===== config.mk =====
export PLATFORM = sky130hd
export DESIGN_NAME = status_register_unit_flat
export DESIGN_NICKNAME = d
export VERILOG_FILES = /design/src/rtl/status_register_unit_if.sv /design/src/rtl/status_register_unit.sv /design/src/flat_wrapper.sv
export SDC_FILE = /design/constraint.sdc
export NUM_CORES = 1
export LEC_CHECK = 0
export BUFFER_PORTS_ARGS = -buffer_cell sky130_fd_sc_hd__buf_2
export CORE_ASPECT_RATIO = 1.75
export CORE_MARGIN = 8
export CORE_UTILIZATION = 35
export DETAILED_ROUTE_END_ITERATION = 8
export HOLD_SLACK_MARGIN = 0.06
export SLEW_MARGIN = 5
export SYNTH_ARGS = -nofsm -noshare
export SYNTH_HDL_FRONTEND = slang
export SYNTH_SLANG_ARGS = --single-unit

===== constraint.sdc =====
create_clock -name clk -period 1.6 [get_ports clk]
set_input_delay 0.08 -clock clk [delete_from_list [all_inputs] [get_ports clk]]
set_output_delay 0.08 -clock clk [all_outputs]
set_load 0.01 [all_outputs]

===== src/rtl/status_register_unit_if.sv =====
// Bundles the EXE-stage flag-write inputs, exception strobes and status outputs
// of the status register unit.
interface status_register_unit_if #(
    parameter int LEN_STATUS = 4
);
    logic                  exe_valid;
    logic                  exe_s;
    logic [LEN_STATUS-1:0] exe_flags;
    logic [LEN_STATUS-1:0] exe_mask;
    logic                  freeze;
    logic                  exc_enter;
    logic                  exc_return;
    logic [LEN_STATUS-1:0] status_register;
    logic [LEN_STATUS-1:0] status_fwd;
    logic                  in_exception;
    logic                  exc_error;
    logic [7:0]            update_count;

    modport master (
        output exe_valid, exe_s, exe_flags, exe_mask, freeze, exc_enter, exc_return,
        input  status_register, status_fwd, in_exception, exc_error, update_count
    );

    modport slave (
        input  exe_valid, exe_s, exe_flags, exe_mask, freeze, exc_enter, exc_return,
        output status_register, status_fwd, in_exception, exc_error, update_count
    );
endinterface


===== src/rtl/status_register_unit.sv =====
// Architectural {N,Z,C,V} flag register with masked commit, zero-latency bypass
// and a one-deep exception shadow for save/restore on exception entry/return.
module status_register_unit #(
    parameter int LEN_STATUS = 4
) (
    input  logic                    clk,
    input  logic                    rst,
    status_register_unit_if.slave   bus
);

    typedef enum logic [0:0] {
        NORM = 1'b0,
        EXC  = 1'b1
    } state_t;

    state_t                state_r;
    state_t                state_nxt_s;
    logic [LEN_STATUS-1:0] status_r;
    logic [LEN_STATUS-1:0] status_nxt_s;
    logic [LEN_STATUS-1:0] shadow_r;
    logic [LEN_STATUS-1:0] shadow_nxt_s;
    logic                  exc_error_r;
    logic                  exc_error_nxt_s;
    logic [7:0]            count_r;
    logic                  commit_s;
    logic [LEN_STATUS-1:0] merged_s;
    logic [LEN_STATUS-1:0] fwd_s;

    function automatic logic [LEN_STATUS-1:0] merge_flags(
        input logic [LEN_STATUS-1:0] mask,
        input logic [LEN_STATUS-1:0] flags,
        input logic [LEN_STATUS-1:0] cur
    );
        return (mask & flags) | (~mask & cur);
    endfunction

    assign commit_s = bus.exe_valid & bus.exe_s & ~bus.freeze;
    assign merged_s = merge_flags(bus.exe_mask, bus.exe_flags, status_r);
    assign fwd_s    = commit_s ? merged_s : status_r;

    // Next-state decode: exception protocol and flag/shadow update selection.
    always_comb begin
        state_nxt_s     = state_r;
        status_nxt_s    = fwd_s;
        shadow_nxt_s    = shadow_r;
        exc_error_nxt_s = exc_error_r;
        case (state_r)
            NORM: begin
                if (bus.exc_enter && !bus.exc_return) begin
                    shadow_nxt_s = fwd_s;
                    state_nxt_s  = EXC;
                end else if (bus.exc_return) begin
                    // Return outside an exception, or enter+return together.
                    exc_error_nxt_s = 1'b1;
                end else begin
                    state_nxt_s = NORM;
                end
            end
            EXC: begin
                if (bus.exc_return && !bus.exc_enter) begin
                    // Restore wins over any commit in the same cycle.
                    status_nxt_s = shadow_r;
                    state_nxt_s  = NORM;
                end else if (bus.exc_enter) begin
                    exc_error_nxt_s = 1'b1;
                end else begin
                    state_nxt_s = EXC;
                end
            end
            default: begin
                state_nxt_s = NORM;
            end
        endcase
    end

    // State, flag, shadow and error registers.
    always_ff @(posedge clk) begin
        if (rst) begin
            state_r     <= NORM;
            status_r    <= '0;
            shadow_r    <= '0;
            exc_error_r <= 1'b0;
        end else begin
            state_r     <= state_nxt_s;
            status_r    <= status_nxt_s;
            shadow_r    <= shadow_nxt_s;
            exc_error_r <= exc_error_nxt_s;
        end
    end

    // Saturating count of committed flag writes; shadow restores do not count.
    always_ff @(posedge clk) begin
        if (rst) begin
            count_r <= 8'd0;
        end else if (commit_s && (count_r != 8'd255)) begin
            count_r <= count_r + 8'd1;
        end else begin
            count_r <= count_r;
        end
    end

    assign bus.status_register = status_r;
    assign bus.status_fwd      = fwd_s;
    assign bus.in_exception    = (state_r == EXC);
    assign bus.exc_error       = exc_error_r;
    assign bus.update_count    = count_r;

endmodule


===== src/flat_wrapper.sv =====
// flat-port wrapper written by rule: the top's interface ports become plain ports
module status_register_unit_flat 
#(
    parameter int LEN_STATUS = 4
)
  (clk, rst, bus_exe_valid, bus_exe_s, bus_exe_flags, bus_exe_mask, bus_freeze, bus_exc_enter, bus_exc_return, bus_status_register, bus_status_fwd, bus_in_exception, bus_exc_error, bus_update_count);
  status_register_unit_if #(.LEN_STATUS(LEN_STATUS)) bus_i ();
  input  logic clk;
  input  logic rst;
  input wire logic [$bits(bus_i.exe_valid)-1:0] bus_exe_valid;
  input wire logic [$bits(bus_i.exe_s)-1:0] bus_exe_s;
  input wire logic [$bits(bus_i.exe_flags)-1:0] bus_exe_flags;
  input wire logic [$bits(bus_i.exe_mask)-1:0] bus_exe_mask;
  input wire logic [$bits(bus_i.freeze)-1:0] bus_freeze;
  input wire logic [$bits(bus_i.exc_enter)-1:0] bus_exc_enter;
  input wire logic [$bits(bus_i.exc_return)-1:0] bus_exc_return;
  output wire logic [$bits(bus_i.status_register)-1:0] bus_status_register;
  output wire logic [$bits(bus_i.status_fwd)-1:0] bus_status_fwd;
  output wire logic [$bits(bus_i.in_exception)-1:0] bus_in_exception;
  output wire logic [$bits(bus_i.exc_error)-1:0] bus_exc_error;
  output wire logic [$bits(bus_i.update_count)-1:0] bus_update_count;
  assign bus_i.exe_valid = bus_exe_valid;
  assign bus_i.exe_s = bus_exe_s;
  assign bus_i.exe_flags = bus_exe_flags;
  assign bus_i.exe_mask = bus_exe_mask;
  assign bus_i.freeze = bus_freeze;
  assign bus_i.exc_enter = bus_exc_enter;
  assign bus_i.exc_return = bus_exc_return;
  assign bus_status_register = bus_i.status_register;
  assign bus_status_fwd = bus_i.status_fwd;
  assign bus_in_exception = bus_i.in_exception;
  assign bus_exc_error = bus_i.exc_error;
  assign bus_update_count = bus_i.update_count;
  status_register_unit #(.LEN_STATUS(LEN_STATUS)) u_core (.clk(clk), .rst(rst), .bus(bus_i));
endmodule

[After elaboration in Yosys (flattened, before gate mapping)]
Index checks and enable logic that the tools add are counted.
Cells by class
  shift-type cells: 0
  $add $sub $neg: 1
  divide/modulo/power cells: 0
  mux-type cells: 11
  reduce and logical (&&, ||, !) cells: 7
  order comparisons: 0
  bitwise logic cells: 8
  equal/unequal tests: 5
  multipliers: 0
Operator list (number)
  4-bit 2-to-1 mux: 3
  8-bit by 1-bit adder with 8-bit output (second input constant): 1
  4-bit bitwise AND: 2
  2-bit != test (second input constant): 4
  8-bit != test (second input constant): 1
  1-bit 2-to-1 mux: 6
  4-bit NOT: 1
  4-bit bitwise OR: 1
  1-bit case mux with 2 select lines: 2
  4-bit AND reduction: 1
  1-bit logical AND: 3
  1-bit bitwise AND: 2
  1-bit zero test: 2
  1-bit NOT: 2
  2-bit AND reduction: 1
Word-level totals
  logic and storage cells: 37
  output and inout bits: 18
  input bits: 15
  flip-flop bits (word level): 18
  bits in writable memories: 0
  memories: 0
  bits in read-only memories: 0
  bits in latches: 0

[Longest topological paths before layout]
Gate-level depths: netlist of run 1.
  depth in word-level cells: 6
  gate-level depth with buffers: 5
  depth with buffers taken out: 5

[Worst setup path after synthesis of run 1]
Ideal clock, no wire load.
  path kind: reg2reg
  start point: reg u_core.count_r[0], in the netlist u_core.bus.update_count[0]
  end point: reg u_core.count_r[7], in the netlist u_core.bus.update_count[7]
  stages on the path, launching flop included: 6
  arrival time: 1284 ps
  period minus slack after synthesis: 1406 ps
  setup time: 121 ps
  setup slack: 194 ps
  path through: dfxtp_1 ha_1 nand3_2 o211ai_2 nor2_1 mux2_4
Between the ends
  cells in the longest elaborated chain, start to end: 2
RTL lines
  start, declared: RTL line status_register_unit.sv:24  | logic [7:0] count_r;
  start signal, assigned: RTL line status_register_unit.sv:96  | count_r <= count_r + 8'd1;
  start signal, assigned: RTL line status_register_unit.sv:98  | count_r <= count_r;
  parallel branches: the longest is 2 deep, another holds 8-bit by 1-bit adder with 8-bit output
Parallel ways; which one is timed is not known.
A chain may end at the register's enable or synchronous reset.

[Worst setup path after layout of run 1]
Same ends and word-level chain as after synthesis.

==> results of run 1 <==
## logic make-up after synthesis
| logic type | count (synthesis) | share of synthesized area |
|---|---|---|
| buf+inv | 8 | 0.0407 |
| compound gates | 16 | 0.140 |
| fa+ha+maj | 1 | 0.0151 |
| mux | 6 | 0.0783 |
| flops | 18 | 0.434 |
| simple gates | 35 | 0.229 |
| xor+xnor | 6 | 0.0633 |
## critical path, stage by stage, from the launching register on
cell,delay (ps)
dfxtp_1,380
ha_1,220
nand3_2,120
o211ai_2,220
nor2_1,90
mux2_4,290
## worst max-delay path by stage
stage	endpoint	from	cells past startpoint	slack (ps)
2_1_floorplan	u_core.bus.update_count[7]$_SDFFE_PP0P_	u_core.bus.update_count[0]$_SDFFE_PP0P_	5	190
3_3_place_gp	u_core.bus.update_count[7]$_SDFFE_PP0P_	u_core.bus.update_count[0]$_SDFFE_PP0P_	5	230
3_5_place_dp	u_core.bus.update_count[7]$_SDFFE_PP0P_	u_core.bus.update_count[0]$_SDFFE_PP0P_	5	170
4_1_cts	u_core.bus.update_count[7]$_SDFFE_PP0P_	u_core.bus.update_count[0]$_SDFFE_PP0P_	5	170
5_1_grt	u_core.bus.update_count[7]$_SDFFE_PP0P_	u_core.bus.update_count[0]$_SDFFE_PP0P_	5	70
6_report	u_core.bus.update_count[7]$_SDFFE_PP0P_	u_core.bus.update_count[0]$_SDFFE_PP0P_	5	170
## layer usage
metal / wire length [µm] / track usage
met5: 0 / 0
met4: 23 / 0.0547
met3: 119 / 0.0277
met2: 1080 / 0.176
met1: 767 / 0.103
## power breakdown
group          switching [mW]  internal [mW]
Sequential             0.0105          0.465
Clock                   0.148          0.218
Combinational          0.0535         0.0446
## Yosys cell counts, drive strengths merged
cell type	number	area (µm²)
a211oi	8	60.1
a21oi	3	15.0
and2	2	12.5
and3	2	12.5
and3b	1	8.76
buf	2	11.3
clkbuf	1	3.75
dfxtp	18	360
ha	1	12.5
inv	5	18.8
mux2	1	15.0
mux2i	5	50.1
nand2	5	18.8
nand3	3	20.0
nand3b	1	7.51
nand4	2	27.5
nor2	17	63.8
nor2b	1	6.26
nor3b	1	12.5
o2111ai	1	8.76
o211ai	2	20.0
o21ai	1	5.00
o21bai	1	7.51
xor2	6	52.6
## final cells by class
class / instances / share of cell area
well taps: 25 / 0.0290
multi-input cells: 64 / 0.405
inverters: 5 / 0.0174
repair buffers: 34 / 0.163
flip-flops and latches: 18 / 0.334
clock buffers: 4 / 0.0511
## placed cells by master (no fill, tap or decap), drive strengths merged, types with 2 or more instances in the layout
master,count
o211ai,2
and3,2
clkbuf,4
nand4,2
nor2,17
buf,34
nand2,5
a21oi,3
a211oi,8
xor2,6
mux2i,5
dfxtp,18
and2,2
nand3,3
inv,5
## registers in the layout (all words and copies together) (netlist names)
name,count
u_core.bus.update_count,8
u_core.bus.status_register,4
u_core.shadow_r,4
u_core.bus.exc_error,1
u_core.bus.in_exception,1
## stage by stage
step | std cells | cell area, µm² | util | hold slack [ps]
after floorplan | 90 | 831 | - | 239
after global placement | 146 | 1020 | 0.450 | 383
after detailed placement | 146 | 1020 | 0.450 | 386
after CTS | 150 | 1080 | 0.474 | 117
after global routing | 150 | 1080 | 0.474 | 130
final | 150 | 1080 | 0.474 | 120
==> flow_metrics.tcl, run 1 <==
set metrics [dict create \
    status "finished, final reports clean" \
    maxCapViolations 0 \
    whs_path_depth 3 \
    ys_types 28 \
    place_congestion 0.728 \
    drc 0 \
    cp-end-kind "flop" \
    cts_setup_buffers 0 \
    clk_path_buf_depth 2 \
    cts_tree "built" \
    layout_min_cycle_time_ps 1430 \
    h-tree-depth 1 \
    fin_setup_tns_ps 0 \
    synthCells 90 \
    ant_nets 0 \
    power_uw 940 \
    drive_above_1_share 0.344 \
    initial_core_util 0.365 \
    cts_sinks 18 \
    peakVddDrop_mv 0.654 \
    grt_max_degree 20 \
    power.density_nw_per_um2 872 \
    worstPathArrival_ps 1570 \
    die-area_um2 4250 \
    worstReg2RegStart "u_core.bus.update_count[0]$_SDFFE_PP0P_" \
    vias 750 \
    grt_usage 0.101 \
    hold_class "in -> reg" \
    hold_viol 0 \
    rsz0062_at_grt "no" \
    required_ps 1740 \
    crit_path_max_fanout 4 \
    cts_hold_buf 0 \
    rrSetupSlack_ps 170 \
    grt_overflow 0 \
    antenna_found_initial 0 \
    avgSynthCellArea_um2 9.23 \
    skew_ps 1.80 \
    die_w_um 52.8 \
    final_nets 142 \
    cp-start-kind "flop" \
    worst_slack_ps 171 \
    numCtsBuffers 3 \
    drtIter0Drc 14 \
    grt_pass1_wl_um 3340 \
    io_pins 33 \
    rows 23 \
    hold_path.startpoint "bus_exc_enter" \
    area_delta_synth_final_pct 29.7 \
    fmax_ghz 0.700 \
    maxSlewViolCount 0 \
    cts.clk_slew.worst_paths_ps 70 \
    routed_via_density 5.00 \
    worst-slew-pin-transition_ps 467 \
    crit_type "reg -> reg" \
    coreArea_um2 2270 \
    post_cts_resized 0 \
    cts_root_buf "clkbuf_8" \
    grt_pass1_vias 769 \
    reg2reg_to "u_core.bus.update_count[7]$_SDFFE_PP0P_" \
    wl_per_cell_um 13.2 \
    yosysSeqAreaShare 0.434 \
    slew_headroom 0.687 \
    dp_slack_ps 174 \
    ff_latch_area_um2 360 \
    dpl.hpwl_um 1580 \
    clkLatencyLatePin_ps 250 \
    whs_endpoint "u_core.bus.exc_error$_SDFFE_PP0P_" \
    port_buffers 32 \
    synth.ff_latch_count 18 \
    multiInputGateArea_um2 437 \
    total_leakage_power_nw 0.578 \
    synth_nets 106 \
    diodes 0 \
    setup_viol 0 \
    routed_wl_um 1990 \
    fillers 222 \
    worstRegToRegCells 5 \
    die_h_um 80.5 \
    syn_area_um2 831 \
    synth_warnings 0 \
    drtPass1Iterations 4 \
    fin_crit_sh 0.893 \
]
Power figures use the tool's default switching activity.
==> run 2, diff against run 1 <==
ABC_AREA = 1   (was not set)
==> run 2 against run 1 <==
Net effect: clock power decreased by 16%; power down 4.8%; synthesized area increased by 14%; fmax fell by 0.39%; first-iteration DRC count is 21% higher; sequential power hardly changed; utilization shrank 3.4 points; count of clock-buffer cells in the layout shrank 1; combinational power is 12% higher; synthesized cell count is 63% higher.
==> flow_metrics.tcl, run 2 <==
set metrics [dict create \
    status "finished, final reports clean" \
    die_h_um 84.7 \
    drtPass1Iterations 4 \
    setup_viol 0 \
    dpl.hpwl_um 1840 \
    grt_pass1_wl_um 4040 \
    critPathMostFrequentCell "nor2_1" \
    async_reset_ff_frac 0 \
    antenna_found_initial 0 \
    ys_top_cells_by_count "34 x nand2_1, 25 x inv_1, 24 x nor2_1, 18 x dfxtp_1, 17 x o21ai_0" \
    worstReg2RegStart "u_core.bus.update_count[0]$_SDFFE_PP0P_" \
    post-route-util 0.440 \
    p_int_uw 677 \
    hold_viol 0 \
    crit_type "reg -> reg" \
    fmax_ghz 0.697 \
    cp-start-kind "flop" \
    cts.clk_slew.worst_paths_ps 60 \
    cts_tree "built" \
    combPwrFrac 0.123 \
    synth_warnings 0 \
    largest_reg_flops 8 \
    grt_pass1_vias 1042 \
    worstPathArrival_ps 1580 \
    cp-end-kind "flop" \
    maxCapViolations 0 \
    hold_path.startpoint "bus_exc_return" \
    crit_buf_inv 0 \
    crit_path_max_fanout 11 \
    fillers 285 \
    grt_overflow 0 \
    yosysTopAreaCellShare 0.382 \
    cts_setup_buffers 0 \
    synth_nets 163 \
    cts_sinks 18 \
    numCtsBuffers 3 \
    crit_start "u_core.bus.update_count[0]$_SDFFE_PP0P_" \
    synth_area_leader_cell "dfxtp_1" \
    syn_area_um2 943 \
    drc 0 \
    grt_usage 0.100 \
    crit_family "simple AND/OR/NAND/NOR gates" \
    ys_types 17 \
    die_w_um 55.2 \
    required_ps 1750 \
    grt_max_degree 20 \
    slew_headroom 0.728 \
    seqPwrFrac 0.533 \
    area_delta_synth_final_pct 22.4 \
    avgSynthCellArea_um2 6.42 \
    critPathMaxStageDelay_ps 420 \
    yosysSeqAreaShare 0.382 \
    swShare 0.243 \
    crit_chain "ha_1, nand2_1, nor2_2, nand2_2, nand2_1, nor2_1, nor2_1, nor2_1" \
    rows 25 \
    p_clk_frac 0.345 \
    clkLatencyLatePin_ps 250 \
    synthFlopType "dfxtp_1" \
    place_congestion 0.837 \
    clk_path_buf_depth 2 \
    rsz0062_at_grt "no" \
    ant_nets 0 \
    total_leakage_power_nw 0.615 \
    drtIter0Drc 17 \
    h-tree-depth 1 \
    final_nets 197 \
    skew_ps 1.77 \
    coreArea_um2 2630 \
    layout_commonest_cell "nand2_1" \
    layout_common_cells "33 x nand2_1, 32 x buf_2, 25 x inv_1" \
    peakVddDrop_mv 0.389 \
    diodes 0 \
    port_buffers 32 \
    switching_power_uw 218 \
    drive_above_1_share 0.218 \
    layout_min_cycle_time_ps 1440 \
    fin_crit_sh 0.897 \
    power_uw 895 \
    synth.area.top_cells "dfxtp_1 38%, nand2_1 14%, inv_1 9.9%" \
    fin_setup_tns_ps 0 \
    io_pins 33 \
    maxSlewViolCount 0 \
    post_cts_resized 0 \
    slowest_stage "dfxtp_1" \
    synth-edff-count 0 \
    routed_via_density 4.91 \
    worst_slack_ps 165 \
    synth.ff_latch_count 18 \
    die-area_um2 4680 \
    power.density_nw_per_um2 775 \
    routed_wl_um 2280 \
    wl_per_cell_um 11.1 \
    cts_root_buf "clkbuf_8" \
    synth_most_common_cell "nand2_1" \
    vias 1011 \
    initial_core_util 0.359 \
    worst-slew-pin-transition_ps 408 \
    hold_class "in -> reg" \
    dp_slack_ps 82.1 \
    synthCells 147 \
    cts_hold_buf 0 \
]
run 2: changes by cell type after synthesis, sizes merged, moves of 4 or more:
cell | before | now
a21oi | 3 | 7
a211oi | 8 | 0
xor2 | 6 | 0
mux2i | 5 | 0
nand2 | 5 | 34
nor2 | 17 | 26
o21ai | 1 | 17
inv | 5 | 25
nand3 | 3 | 7
run 2: cells by family after synthesis:
| group | share of synthesized area |
|---|---|
| AND/OR/NAND/NOR | 0.344 |
| buffers and inverters | 0.127 |
| AO/OA/AOI/OAI | 0.134 |
| flip-flops | 0.382 |
| adder cells (fa/ha/maj) | 0.0133 |
run 2: final timing paths:
| path | to | slack, ps | depth (start not counted) |
|---|---|---|---|
| worst max register to register | u_core.bus.update_count[7]$_SDFFE_PP0P_ | 160 | 8 |
| worst min-delay path | u_core.bus.in_exception$_SDFF_PP0_ | 150 | 4 |
| worst min register to register | u_core.bus.exc_error$_SDFFE_PP0P_ | 480 | 2 |
| worst max-delay path | u_core.bus.update_count[7]$_SDFFE_PP0P_ | 160 | 8 |
run 2: per-layer routing:
metal | vias to the layer above | global-route usage | share of wire
met5 | - | 0 | 0
met4 | 0 | 0.0608 | 0.018
met3 | 4 | 0.0302 | 0.061
met2 | 35 | 0.173 | 0.50
met1 | 447 | 0.101 | 0.42
li1 | 525 | - | -
run 2: final cells by class:
class,instances,area (µm²),area share
clock buffer,3,41.3,0.0358
inverter,25,93.8,0.0813
multi-input combinational,101,465,0.403
sequential,18,360,0.312
tap,27,33.8,0.0293
timing repair buffer,32,160,0.139
run 2: worst register-to-register path, delay by kind of cell, from the launching register on:
| kind | cells | cell delay [ps] |
|---|---|---|
| fa+ha+maj | 1 | 220 |
| flops | 1 | 420 |
| simple gates | 7 | 700 |
run 2: power groups by stage:
stage                     registers [mW]  clock network, mW  logic (mW)
final                              0.476              0.308       0.110
after global placement             0.485                  0       0.109
after global routing               0.479              0.336       0.126
after CTS                          0.476              0.320       0.112
after detailed placement           0.486                  0       0.112
after floorplan                    0.490                  0      0.0604
run 2: through the flow:
step / cell area, µm² / hold WS, ps / std cells
2_1_floorplan: 943 / 236 / 147
3_3_place_gp: 1110 / 403 / 203
3_5_place_dp: 1110 / 412 / 203
4_1_cts: 1150 / 148 / 206
5_1_grt: 1150 / 189 / 206
6_report: 1150 / 154 / 206
